[src/rtl/intersection_pkg.sv]
// Shared phase encoding and counter width for the intersection controller slice.
package intersection_pkg;

  localparam int unsigned CNT_W = 8;

  typedef enum logic [2:0] {
    NS_G = 3'd0,
    NS_Y = 3'd1,
    AR1  = 3'd2,
    EW_G = 3'd3,
    EW_Y = 3'd4,
    AR2  = 3'd5
  } state_e;

endpackage

[src/rtl/phase_timer.sv]
// Dwell counter for one signal phase: clears on phase change, can hold, and
// flags the last cycle of a supplied dwell.
module phase_timer
  import intersection_pkg::*;
(
  input  logic             clk_i,
  input  logic             rst_i,
  input  logic             clr_i,
  input  logic             hold_i,
  input  logic [CNT_W-1:0] dwell_i,
  output logic [CNT_W-1:0] count_o,
  output logic             done_o
);

  logic [CNT_W-1:0] count_q, count_d;

  always_comb begin
    count_d = count_q + 1'b1;
    if (clr_i)       count_d = '0;
    else if (hold_i) count_d = count_q;
  end

  always_ff @(posedge clk_i) begin
    if (rst_i) count_q <= '0;
    else       count_q <= count_d;
  end

  assign count_o = count_q;
  assign done_o  = (count_q == dwell_i - 1'b1);

endmodule

[src/rtl/intersection_controller.sv]
// Two-road intersection sequencer: NS rests on green, EW served on vehicle or
// pedestrian demand, with yellow and all-red clearance between conflicting greens.
module intersection_controller
  import intersection_pkg::*;
#(
  parameter int unsigned NS_MIN = 30,
  parameter int unsigned EW_T   = 20,
  parameter int unsigned Y_T    = 4,
  parameter int unsigned AR_T   = 2,
  parameter int unsigned WALK_T = 10
) (
  input  logic clk,
  input  logic reset,
  input  logic ew_car,
  input  logic ped_req,
  output logic ns_red,
  output logic ns_yellow,
  output logic ns_green,
  output logic ew_red,
  output logic ew_yellow,
  output logic ew_green,
  output logic walk,
  output logic ped_wait
);

  localparam logic [CNT_W-1:0] NS_LAST = CNT_W'(NS_MIN - 1);
  localparam logic [CNT_W-1:0] WALK_C  = CNT_W'(WALK_T);

  state_e           state_q, state_d;
  logic             ped_pend_q, ped_pend_d;
  logic             ped_srv_q, ped_srv_d;
  logic [CNT_W-1:0] count, dwell;
  logic             done, hold, clr, demand, at_min;

  phase_timer u_timer (
    .clk_i   (clk),
    .rst_i   (reset),
    .clr_i   (clr),
    .hold_i  (hold),
    .dwell_i (dwell),
    .count_o (count),
    .done_o  (done)
  );

  assign demand = ew_car | ped_pend_q;
  assign at_min = (count >= NS_LAST);
  assign clr    = (state_d != state_q);

  always_comb begin
    state_d = state_q;
    hold    = 1'b0;
    dwell   = CNT_W'(NS_MIN);
    unique case (state_q)
      NS_G: begin
        // Without demand the counter parks at NS_MIN-1 so late demand exits at once.
        if (at_min && demand) state_d = NS_Y;
        else if (at_min)      hold    = 1'b1;
      end
      NS_Y: begin
        dwell = CNT_W'(Y_T);
        if (done) state_d = AR1;
      end
      AR1: begin
        dwell = CNT_W'(AR_T);
        if (done) state_d = EW_G;
      end
      EW_G: begin
        dwell = CNT_W'(EW_T);
        if (done) state_d = EW_Y;
      end
      EW_Y: begin
        dwell = CNT_W'(Y_T);
        if (done) state_d = AR2;
      end
      AR2: begin
        dwell = CNT_W'(AR_T);
        if (done) state_d = NS_G;
      end
      default: state_d = AR2;
    endcase
  end

  always_comb begin
    ped_pend_d = ped_pend_q | ped_req;
    ped_srv_d  = ped_srv_q;
    // A press on the EW entry edge is folded into this service rather than re-latched.
    if (state_q == AR1 && state_d == EW_G) begin
      ped_srv_d  = ped_pend_q | ped_req;
      ped_pend_d = 1'b0;
    end else if (state_q == EW_G && state_d != EW_G) begin
      ped_srv_d  = 1'b0;
    end
  end

  always_ff @(posedge clk) begin
    if (reset) begin
      state_q    <= AR2;
      ped_pend_q <= 1'b0;
      ped_srv_q  <= 1'b0;
    end else begin
      state_q    <= state_d;
      ped_pend_q <= ped_pend_d;
      ped_srv_q  <= ped_srv_d;
    end
  end

  always_comb begin
    ns_red    = 1'b1;
    ns_yellow = 1'b0;
    ns_green  = 1'b0;
    ew_red    = 1'b1;
    ew_yellow = 1'b0;
    ew_green  = 1'b0;
    unique case (state_q)
      NS_G:    begin ns_red = 1'b0; ns_green  = 1'b1; end
      NS_Y:    begin ns_red = 1'b0; ns_yellow = 1'b1; end
      EW_G:    begin ew_red = 1'b0; ew_green  = 1'b1; end
      EW_Y:    begin ew_red = 1'b0; ew_yellow = 1'b1; end
      default: ;
    endcase
  end

  assign walk     = (state_q == EW_G) && ped_srv_q && (count < WALK_C);
  assign ped_wait = ped_pend_q;

endmodule

[config.mk]
export PLATFORM = sky130hd
export DESIGN_NAME = intersection_controller
export DESIGN_NICKNAME = d
export VERILOG_FILES = /design/src/rtl/intersection_pkg.sv /design/src/rtl/phase_timer.sv /design/src/rtl/intersection_controller.sv
export SDC_FILE = /design/constraint.sdc
export NUM_CORES = 1
export LEC_CHECK = 0
export CORE_MARGIN = 2
export CORE_UTILIZATION = 49
export CTS_CLUSTER_DIAMETER = 30
export DETAILED_ROUTE_END_ITERATION = 8
export GPL_TIMING_DRIVEN = 1
export PLACE_DENSITY = 0.79
export SLEW_MARGIN = 20
export SYNTH_ARGS = -nofsm -noshare
export SYNTH_HDL_FRONTEND = slang
export SYNTH_HIERARCHICAL = 1
export SYNTH_SLANG_ARGS = --single-unit
export TNS_END_PERCENT = 5
[constraint.sdc]
create_clock -name clk -period 2.85 [get_ports clk]
set_input_delay 0.855 -clock clk [delete_from_list [all_inputs] [get_ports clk]]
set_output_delay 0.855 -clock clk [all_outputs]
set_load 0.005 [all_outputs]
### After elaboration in Yosys (flattened, before gate mapping)

Cells that the tools add are included.

| storage, ports and cells | value |
|---|---|
| flip-flop bits (word level) | 13 |
| input port bits | 4 |
| output and inout bits | 8 |
| word-level logic and storage cells | 51 |

| operators by class | value |
|---|---|
| add/sub/neg operators | 2 |
| $lt $le $gt $ge | 2 |
| equal/unequal tests | 9 |
| multiplexer cells | 19 |
| bitwise operators | 2 |
| reductions and logical operators | 13 |

Operators by type and width:

| kind | count |
|---|---|
| two-way mux 3 bit | 6 |
| one-hot mux 3 bit (6 select lines) | 1 |
| one-hot mux 5 bit (3 select lines) | 1 |
| OR reduction 2 bit | 6 |
| two-way mux 1 bit | 11 |
| == test 3 x 2 -> 1 bit (second input constant) | 3 |
| adder 8 x 1 -> 8 bit (second input constant) | 1 |
| == test 8 bit | 1 |
| >= comparator 8 x 5 -> 1 bit (second input constant) | 1 |
| less-than comparator 8 x 4 -> 1 bit (second input constant) | 1 |
| == test 3 bit (second input constant) | 2 |
| subtractor 5 x 1 -> 6 bit (second input constant) | 1 |
| logical AND 1 bit | 5 |
| == test 3 x 1 -> 1 bit (second input constant) | 1 |
| zero test 3 bit | 1 |
| != test 3 x 2 -> 1 bit (second input constant) | 1 |
| != test 3 bit | 1 |
| bitwise OR 1 bit | 2 |
| nonzero test 2 bit | 1 |

### Logic depth before layout (Yosys ltp)

Gate-level depths: netlist of run 1.

| logic depth | value |
|---|---|
| depth in word-level cells | 11 |
| mapped depth | 17 |
| gate-level depth less buffers | 14 |

### By module

The synthesis of run 1 kept the hierarchy.

By module, submodules not included:

| module | instances | cells each | area each (µm²) | sequential area each (µm²) |
|---|---|---|---|---|
| phase_timer | 1 | 67 | 579.3 | 160.2 |
| intersection_controller | 1 | 51 | 412.9 | 100.1 |

### Least setup slack after synthesis of run 1

No wires, ideal clock.

| path | value |
|---|---|
| kind | reg2reg |
| start | reg state_q[2] |
| end | reg u_timer.count_q[0] (netlist: u_timer/count_o[0]) |
| library setup time | 65 ps |
| arrival time | 2704 ps |
| data required time | 2785 ps |
| setup slack | 81 ps |
| stages on the path, launching flop included | 15 |
| buffers on the path | 3 |
| clock period less this slack | 2769 ps |
| cell sequence | dfxtp_1 buf_4 nor2_2 xnor2_1 or3_4 or3_2 nand4_1 a2111oi_2 buf_2 o21ai_0 a22o_1 nand2_1 or2_2 clkbuf_1 nor2_1 |

| on the way | value |
|---|---|
| longest elaborated chain between the ends | 9 |
| elaborated cells on any way between the ends | 21 |
| classes of those cells | 1 x add/sub; 7 x eq/ne; 9 x mux; 4 x reduce/logical |

RTL lines:

| item | RTL line | text |
|---|---|---|
| start: declaration | intersection_controller.sv:29 | `state_e state_q, state_d;` |
| start signal: assignment | intersection_controller.sv:101 | `state_q <= state_d;` |
| == test 3 x 2 -> 1 bit, or another cell as far along | intersection_controller.sv:53 | `unique case (state_q)` |
| OR reduction 2 bit (no line) | -- |  |
| one-hot mux 5 bit (3 select lines) * | intersection_controller.sv:53 |  |
| named net dwell[4] | intersection_controller.sv:32 | `logic [CNT_W-1:0] count, dwell;` |
| subtractor 5 x 1 -> 6 bit * | phase_timer.sv:29 | `assign done_o = (count_q == dwell_i - 1'b1);` |
| == test 8 bit * | phase_timer.sv:29 |  |
| named net done | intersection_controller.sv:33 | `logic done, hold, clr, demand, at_min;` |
| two-way mux 3 bit (on tied branches) | -- |  |
| one-hot mux 3 bit (6 select lines) * | intersection_controller.sv:53 |  |
| != test 3 bit * | intersection_controller.sv:47 | `assign clr = (state_d != state_q);` |
| named net clr | intersection_controller.sv:33 |  |
| OR reduction 2 bit (no line) * | -- |  |
| end signal: assignment | phase_timer.sv:25 | `else count_q <= count_d;` |
| end: declaration | phase_timer.sv:15 | `logic [CNT_W-1:0] count_q, count_d;` |

Mark *: on every way through the listed nets, which the timed path passes. The rest lies on a longest branch.
A chain may end at the register's enable or synchronous reset.

### Worst setup path in the final report of run 1

| path | value |
|---|---|
| start | reg state_q[2] |
| end | reg u_timer.count_q[1] (netlist: u_timer/count_o[1]) |

The elaborated chain is that of the path after synthesis.

==> impl_metrics.env, run 1 <==
export IMPL_drtAntennaViolNets=0
export IMPL_fin_nets=150
export IMPL_r2r_cells=14
export IMPL_ys_seq_area_share_pct=26.23
export IMPL_grt_pass1_wl_um=3650
export IMPL_die_w_um=49
export IMPL_clk_latency_ns=0.28
export IMPL_fin_setup_tns_ns=0
export IMPL_clockBufferDepth=2
export IMPL_routed_wl_um=2130
export IMPL_worst_clock_skew_ns=0.005286
export IMPL_start_kind="flip-flop"
export IMPL_routed_via_density=5.441
export IMPL_crit_fanout=8
export IMPL_netlist_instances=118
export IMPL_outcome="finished clean"
export IMPL_grt_pass1_vias=848
export IMPL_drt_iter0_drc=36
export IMPL_cts_sinks=13
export IMPL_maxSlewViolCount=0
export IMPL_place_ws_ns=0.05163
export IMPL_ys_warn_count=6
export IMPL_clkPwrFrac_pct=28.9
export IMPL_rrSetupSlack_ns=0.20
export IMPL_drive_above_1_share_pct=20.28
export IMPL_grt_overflow_total=0
export IMPL_h_tree_depth=1
export IMPL_period_share_pct=93.10
export IMPL_core_area_um2=1942
export IMPL_cts_inserted_buffers=3
export IMPL_sw_frac_of_total_pct=28.05
export IMPL_portBuffers=11
export IMPL_grt_max_degree=12
export IMPL_setup_viol_count_final=0
export IMPL_antennaDiodeCount=0
export IMPL_path_clk_slew_ns=0.07
export IMPL_antenna_found_initial=0
export IMPL_hold_worst_slack_ns=0.5409
export IMPL_grt_use_met2_pct=29.45
export IMPL_area_growth_pct=25.35
export IMPL_power_density_nw_per_um2=310.9
export IMPL_required_ns=3.07
export IMPL_critPathKind="reg -> reg"
export IMPL_cp_startpoint="state_q[2]"
export IMPL_post_drt_wl_per_cell_um=12.53
export IMPL_drc=0
export IMPL_syn_area_um2=992.2
export IMPL_min_period_ns=2.653
export IMPL_clockRootBuffer="clkbuf_4"
export IMPL_busiest_layer="met2"
export IMPL_synth_cell_type_count=46
export IMPL_p_leak_nw=0.4851
export IMPL_hp_class="reg -> reg"
export IMPL_holdBufCountCts=0
export IMPL_endpoint="u_timer/count_o[1]"
export IMPL_start_util_pct=51.10
export IMPL_cell_internal_pwr_w=0.0002782
export IMPL_die_h_um=49
export IMPL_max_freq_mhz=376.9
export IMPL_io_pins=12
export IMPL_critPathArrivalTime_ns=2.87
export IMPL_met3_usage_pct=3.681
export IMPL_cts_tree="yes"
export IMPL_layout_setup_ws_ns=0.1966
export IMPL_gp_congestion=0.8370
export IMPL_hpwl_um=1734
export IMPL_drt_pass1_iter_count=4
export IMPL_maxCapViolCount=0
export IMPL_worst_setup_path_end_kind="flip-flop"
export IMPL_power_frac_seq_pct=51.8
export IMPL_yosysTopAreaCellShare_pct=26.23
export IMPL_hold_viol=0
export IMPL_power_switching_w=0.0001085
export IMPL_rr_endpoint="u_timer/count_o[1]"
export IMPL_r2r_start="state_q[2]"
export IMPL_vdd_ir_drop_worst_mv=0.2881
export IMPL_comb_power_share_pct=19.3
export IMPL_ys_ff_latch=13
export IMPL_met1_usage_pct=26.49
export IMPL_yosysTopAreaCell="dfxtp_1"
export IMPL_syn_area_per_cell_um2=8.408
export IMPL_dieArea_um2=2401
export IMPL_synth_area_top_cells="dfxtp_1 (26%), xor2_1 (7.9%), xnor2_1 (6.2%)"
export IMPL_grt_usage_pct=19.26
export IMPL_rows=16
export IMPL_vias=925
power by group through the flow:
stage | sequential, W | clock [W] | combinational (W)
detailed placement | 0.000205 | 0 | 0.0000706
floorplan | 0.000200 | 0 | 0.0000514
finish | 0.000200 | 0.000112 | 0.0000745
global placement | 0.000205 | 0 | 0.0000684
global route | 0.000202 | 0.000126 | 0.0000831
CTS | 0.000201 | 0.000116 | 0.0000709
kinds of logic after synthesis:
| logic type | count (synthesis) | synth area share, % |
|---|---|---|
| multiplexers | 2 | 2.018 |
| XOR/XNOR | 16 | 14.12 |
| other | 1 | 0.3779 |
| adder cells (fa/ha/maj) | 2 | 2.522 |
| AND/OR/NAND/NOR | 49 | 31.02 |
| buffers and inverters | 13 | 6.556 |
| AO/OA/AOI/OAI | 22 | 17.15 |
| flip-flops | 13 | 26.23 |
cell usage in the layout (no fill, tap or decap), types with 3 or more instances in the layout:
cell type and n:
xnor2_1 7, nor3_2 3, inv_1 6, nand3_1 5
dfxtp_1 10, xor2_1 9, conb_1 8, nor2_1 12
nand2_1 4, nor3_1 5, buf_4 9, a21oi_1 4
clkbuf_4 3, clkdlybuf4s50_1 11
metal layers:
layer	up-vias	share of wire [%]
met4	0	2.3
li1	465	-
met3	7	6.1
met5	-	0
met2	33	48
met1	420	44
cells in the mapped netlist, drive strengths merged:
cell type and count:
and4b 2, o31ai 1, nand3 5, nand2b 2, nor2b 2, a2111oi 1, xor2 9, a311oi 1
a21o 2, buf 4, nand3b 1, o211ai 1, o2111a 2, mux2i 2, nor2 13, inv 7
conb 1, a21oi 4, a211o 1, xnor2 7, dfxtp 13, nand4 1, o221ai 1, or3 3
nand2 4, ha 2, nor3b 2, and3 2, or2 1, o21ai 4, nor4b 1, nand4b 1
o2111ai 1, a31oi 2, clkbuf 2, nor3 9, a22o 1
critical path: stages (launching register included):
cell and delay (ns):
dfxtp_4 0.37, inv_1 0.17, nor3_2 0.06, a21oi_1 0.21, inv_1 0.08, ha_1 0.19, nand2b_1 0.16, a21o_1 0.19
a31oi_1 0.30, a2111oi_4 0.07, o21ai_0 0.10, a22o_1 0.15, nand2_1 0.05, or2_2 0.37, nor2_1 0.13
flip-flops by register name (all words and copies together) (netlist names):
register	cells
ped_wait	1
u_timer/count_o	8
ped_srv_q	1
state_q	3
metrics by stage:
step | instance area [µm²] | std cells | total power (W) | util (%)
floorplan | 1018 | 125 | 0.0002511 | -
global placement | 1191 | 166 | 0.0002731 | 61.34
detailed placement | 1191 | 166 | 0.0002760 | 61.34
CTS | 1219 | 170 | 0.0003880 | 62.76
global route | 1244 | 170 | 0.0004106 | 64.05
finish | 1244 | 170 | 0.0003866 | 64.05
final cells by class:
type	count	area [µm²]
Multi-Input combinational cell	99	710.7
Fill cell	171	698.2
Sequential cell	13	269.0
Timing Repair Buffer	20	177.7
Tap cell	27	33.78
Clock buffer	4	26.28
Inverter	7	26.28
timing repair:
item                                    4_1_cts  5_1_grt
resized for setup                             1        7
endpoints found under the setup margin        1       12
pin swaps                                     0        1
buffers inserted                              0        0
hold endpoints to repair                      0        0
worst min path at each step:
stage,start,to,slack (ns),depth (start not counted)
final,ped_srv_q,ped_srv_q,0.54,2
after global placement,ped_srv_q,ped_srv_q,0.53,2
after CTS,ped_srv_q,ped_srv_q,0.55,2
after floorplan,ped_srv_q,ped_srv_q,0.48,2
after detailed placement,ped_srv_q,ped_srv_q,0.53,2
after global routing,ped_srv_q,ped_srv_q,0.57,2
No activity file was read; power rests on OpenSTA's default activity.
==> run 2, diff against run 1 <==
--- a/config.mk
+++ b/config.mk
@@ -5,6 +5,7 @@
 export SDC_FILE = /design/constraint.sdc
 export NUM_CORES = 1
 export LEC_CHECK = 0
+export ABC_CLOCK_PERIOD_IN_PS = 2850
 export CORE_MARGIN = 2
 export CORE_UTILIZATION = 49
 export CTS_CLUSTER_DIAMETER = 30
@@ -14,6 +15,5 @@
 export SLEW_MARGIN = 20
 export SYNTH_ARGS = -nofsm -noshare
 export SYNTH_HDL_FRONTEND = slang
-export SYNTH_HIERARCHICAL = 1
 export SYNTH_SLANG_ARGS = --single-unit
 export TNS_END_PERCENT = 5
==> constraint.sdc (replaced) <==
create_clock -name clk -period 2.85 [get_ports clk]
set_input_delay 0.855 -clock clk [delete_from_list [all_inputs] [get_ports clk]]
set_output_delay 0.855 -clock clk [all_outputs]
set_load 0.05 [all_outputs]
==> run 2 against run 1 <==
  * Combinational power grew to 6.0 times the previous value
  * Sequential power increased by 15%
  * Utilization down 3.0 points
  * Largest cell class unchanged
==> impl_metrics.env, run 2 <==
export IMPL_syn_area_per_cell_um2=8.071
export IMPL_cts_setup_buffers=0
export IMPL_drtAntennaViolNets=0
export IMPL_async_reset_ff_share_pct=0
export IMPL_portBuffers=11
export IMPL_drc=0
export IMPL_ys_warn_count=0
export IMPL_ys_top_cells_by_count="nor2_1 (19), dfxtp_1 (13), o21ai_0 (8)"
export IMPL_worstMarginPinSlew_ns=0.4975
export IMPL_yosysTopAreaCellShare_pct=26.43
export IMPL_post_synth_top_count_cell="nor2_1"
export IMPL_hpwl_um=1754
export IMPL_grt_pass1_vias=921
export IMPL_post_drt_wl_per_cell_um=13.84
export IMPL_power_frac_seq_pct=28.9
export IMPL_comb_power_share_pct=56.3
export IMPL_h_tree_depth=1
export IMPL_io_pins=12
export IMPL_syn_nets=131
export IMPL_power_density_nw_per_um2=676.5
export IMPL_clockRootBuffer="clkbuf_4"
export IMPL_hold_viol=0
export IMPL_regArea_um2=262.8
export IMPL_grt_max_degree=13
export IMPL_syn_area_um2=984.7
export IMPL_dieArea_um2=2384
export IMPL_grt_overflow_total=0
export IMPL_n_fill_cell=176
export IMPL_maxCapViolCount=0
export IMPL_max_freq_mhz=369.1
export IMPL_final_common_cell="nor2_1"
export IMPL_largest_reg_flops=8
export IMPL_die_h_um=48.83
export IMPL_grt_pass1_wl_um=3864
export IMPL_fin_nets=148
export IMPL_min_period_ns=2.709
export IMPL_cts_inserted_buffers=3
export IMPL_power_switching_w=0.0003511
export IMPL_crit_fanout=12
export IMPL_clkPwrFrac_pct=14.8
export IMPL_grt_usage_pct=20.55
export IMPL_vias=933
export IMPL_cell_internal_pwr_w=0.0004429
export IMPL_ys_seq_area_share_pct=26.43
export IMPL_post_route_cell_area_um2=1174
export IMPL_synth_main_ff_cell="dfxtp_1"
export IMPL_multi_input_area_um2=661.9
export IMPL_period_share_pct=95.06
export IMPL_maxSlewViolCount=0
export IMPL_fin_setup_tns_ns=0
export IMPL_sw_frac_of_total_pct=44.22
export IMPL_antennaDiodeCount=0
export IMPL_synth_area_top_cells="dfxtp_1 (26%), nor2_1 (7.2%), ha_1 (6.4%)"
export IMPL_setup_viol_count_final=0
export IMPL_cts_sinks=13
export IMPL_hp_class="reg -> reg"
export IMPL_antenna_found_initial=0
export IMPL_die_w_um=48.83
export IMPL_critPathArrivalTime_ns=2.90
export IMPL_vdd_ir_drop_worst_mv=0.4298
export IMPL_slew_headroom_pct=66.73
export IMPL_start_util_pct=51.24
export IMPL_area_growth_pct=19.19
export IMPL_placed_area_um2=1132
export IMPL_netlist_instances=122
export IMPL_synth_cell_type_count=40
export IMPL_synth_edf_count=0
export IMPL_drt_pass1_iter_count=4
export IMPL_yosysTopAreaCell="dfxtp_1"
export IMPL_worst_clock_skew_ns=0.01575
export IMPL_ys_ff_latch=13
export IMPL_p_leak_nw=0.4534
export IMPL_gp_congestion=0.9436
export IMPL_cts_tree="yes"
export IMPL_required_ns=3.04
export IMPL_clk_latency_ns=0.28
export IMPL_worst_setup_path_end_kind="flip-flop"
export IMPL_drive_above_1_share_pct=18.12
export IMPL_start_kind="flip-flop"
export IMPL_final_cell_mix="nor2_1 (18), dfxtp_1 (11), buf_4 (10), inv_1 (7), o21ai_0 (7)"
export IMPL_path_clk_slew_ns=0.09
export IMPL_critPathKind="reg -> reg"
export IMPL_cts_resized_gates=2
export IMPL_core_area_um2=1922
export IMPL_outcome="finished clean"
export IMPL_holdBufCountCts=0
export IMPL_drt_iter0_drc=26
export IMPL_rows=16
export IMPL_routed_via_density=5.655
export IMPL_routed_wl_um=2283
export IMPL_clockBufferDepth=2
[run 2: cell count changes in the layout (fill, tap and decap cells not counted), sizes merged, moves of 3 or more]
cell	previous run	this run
conb	8	0
o21ai	4	11
nor2	13	19
clkdlybuf4s50	11	6
nor3	9	4
xor2	9	5
ha	2	5
nand3	5	2
[run 2: cell families (layout without fill, tap and decap cells)]
| family | count (synthesis) | count (layout) | share of synthesized area [%] |
|---|---|---|---|
| AND/OR/NAND/NOR | 51 | 51 | 28.08 |
| AO/OA/AOI/OAI | 27 | 27 | 18.93 |
| buffers and inverters | 14 | 30 | 9.403 |
| flip-flops | 13 | 13 | 26.43 |
| XOR/XNOR | 11 | 11 | 9.784 |
| adder cells (fa/ha/maj) | 5 | 5 | 6.353 |
| multiplexers | 1 | 1 | 1.017 |
[run 2: worst paths after layout]
| kind | to | slack (ns) | from | depth (start not counted) |
|---|---|---|---|---|
| max | state_q[1] | 0.14 | state_q[1] | 8 |
| min | u_timer.count_o[7] | 0.53 | u_timer.count_o[7] | 2 |
| min reg2reg | u_timer.count_o[7] | 0.53 | u_timer.count_o[7] | 2 |
| max reg2reg | state_q[1] | 0.14 | state_q[1] | 8 |
[run 2: cell type report]
cell class	instances	share of cell area (%)
multi-input combinational	95	56.40
clock buffer	4	2.239
timing repair buffer	17	13.22
tap	27	2.878
sequential	13	22.39
inverter	9	2.878
[run 2: worst max-delay path: stages, from the launching register on]
cell and delay [ns]:
dfxtp_2 0.45, nand2b_1 0.14, o21ai_1 0.35, ha_4 0.25, nor4bb_1 0.34, o31ai_1 0.13, a311o_1 0.37, or3_1 0.33
a211oi_1 0.25
[run 2: power by group through the flow]
stage               Clock, W  Sequential, W  Combinational [W]
global route        0.000130       0.000234           0.000488
CTS                 0.000121       0.000228           0.000424
detailed placement         0       0.000232           0.000419
finish              0.000117       0.000230           0.000447
floorplan                  0       0.000224           0.000337
global placement           0       0.000232           0.000406
[run 2: per-stage QoR]
| step | hold slack (ns) | setup slack [ns] | power (W) | std cells | util [%] |
|---|---|---|---|---|---|
| after global routing | 0.5706 | -0.002654 | 0.0008520 | 165 | 61.07 |
| after detailed placement | 0.5197 | -0.05481 | 0.0006520 | 161 | 58.92 |
| final | 0.5332 | 0.1409 | 0.0007940 | 165 | 61.07 |
| after floorplan | 0.4657 | 0.05385 | 0.0005608 | 122 | - |
| after CTS | 0.5311 | 0.07069 | 0.0007732 | 165 | 60.48 |
| after global placement | 0.4901 | 0.2085 | 0.0006383 | 161 | 58.92 |
[run 2: routing by layer]
layer | track usage [%] | share of wire, % | wire, µm
met3 | 7.362 | 5.0 | 114
met4 | 10.00 | 1.9 | 44
met1 | 24.37 | 46 | 1054
met2 | 32.88 | 47 | 1069
met5 | 0 | 0 | 0
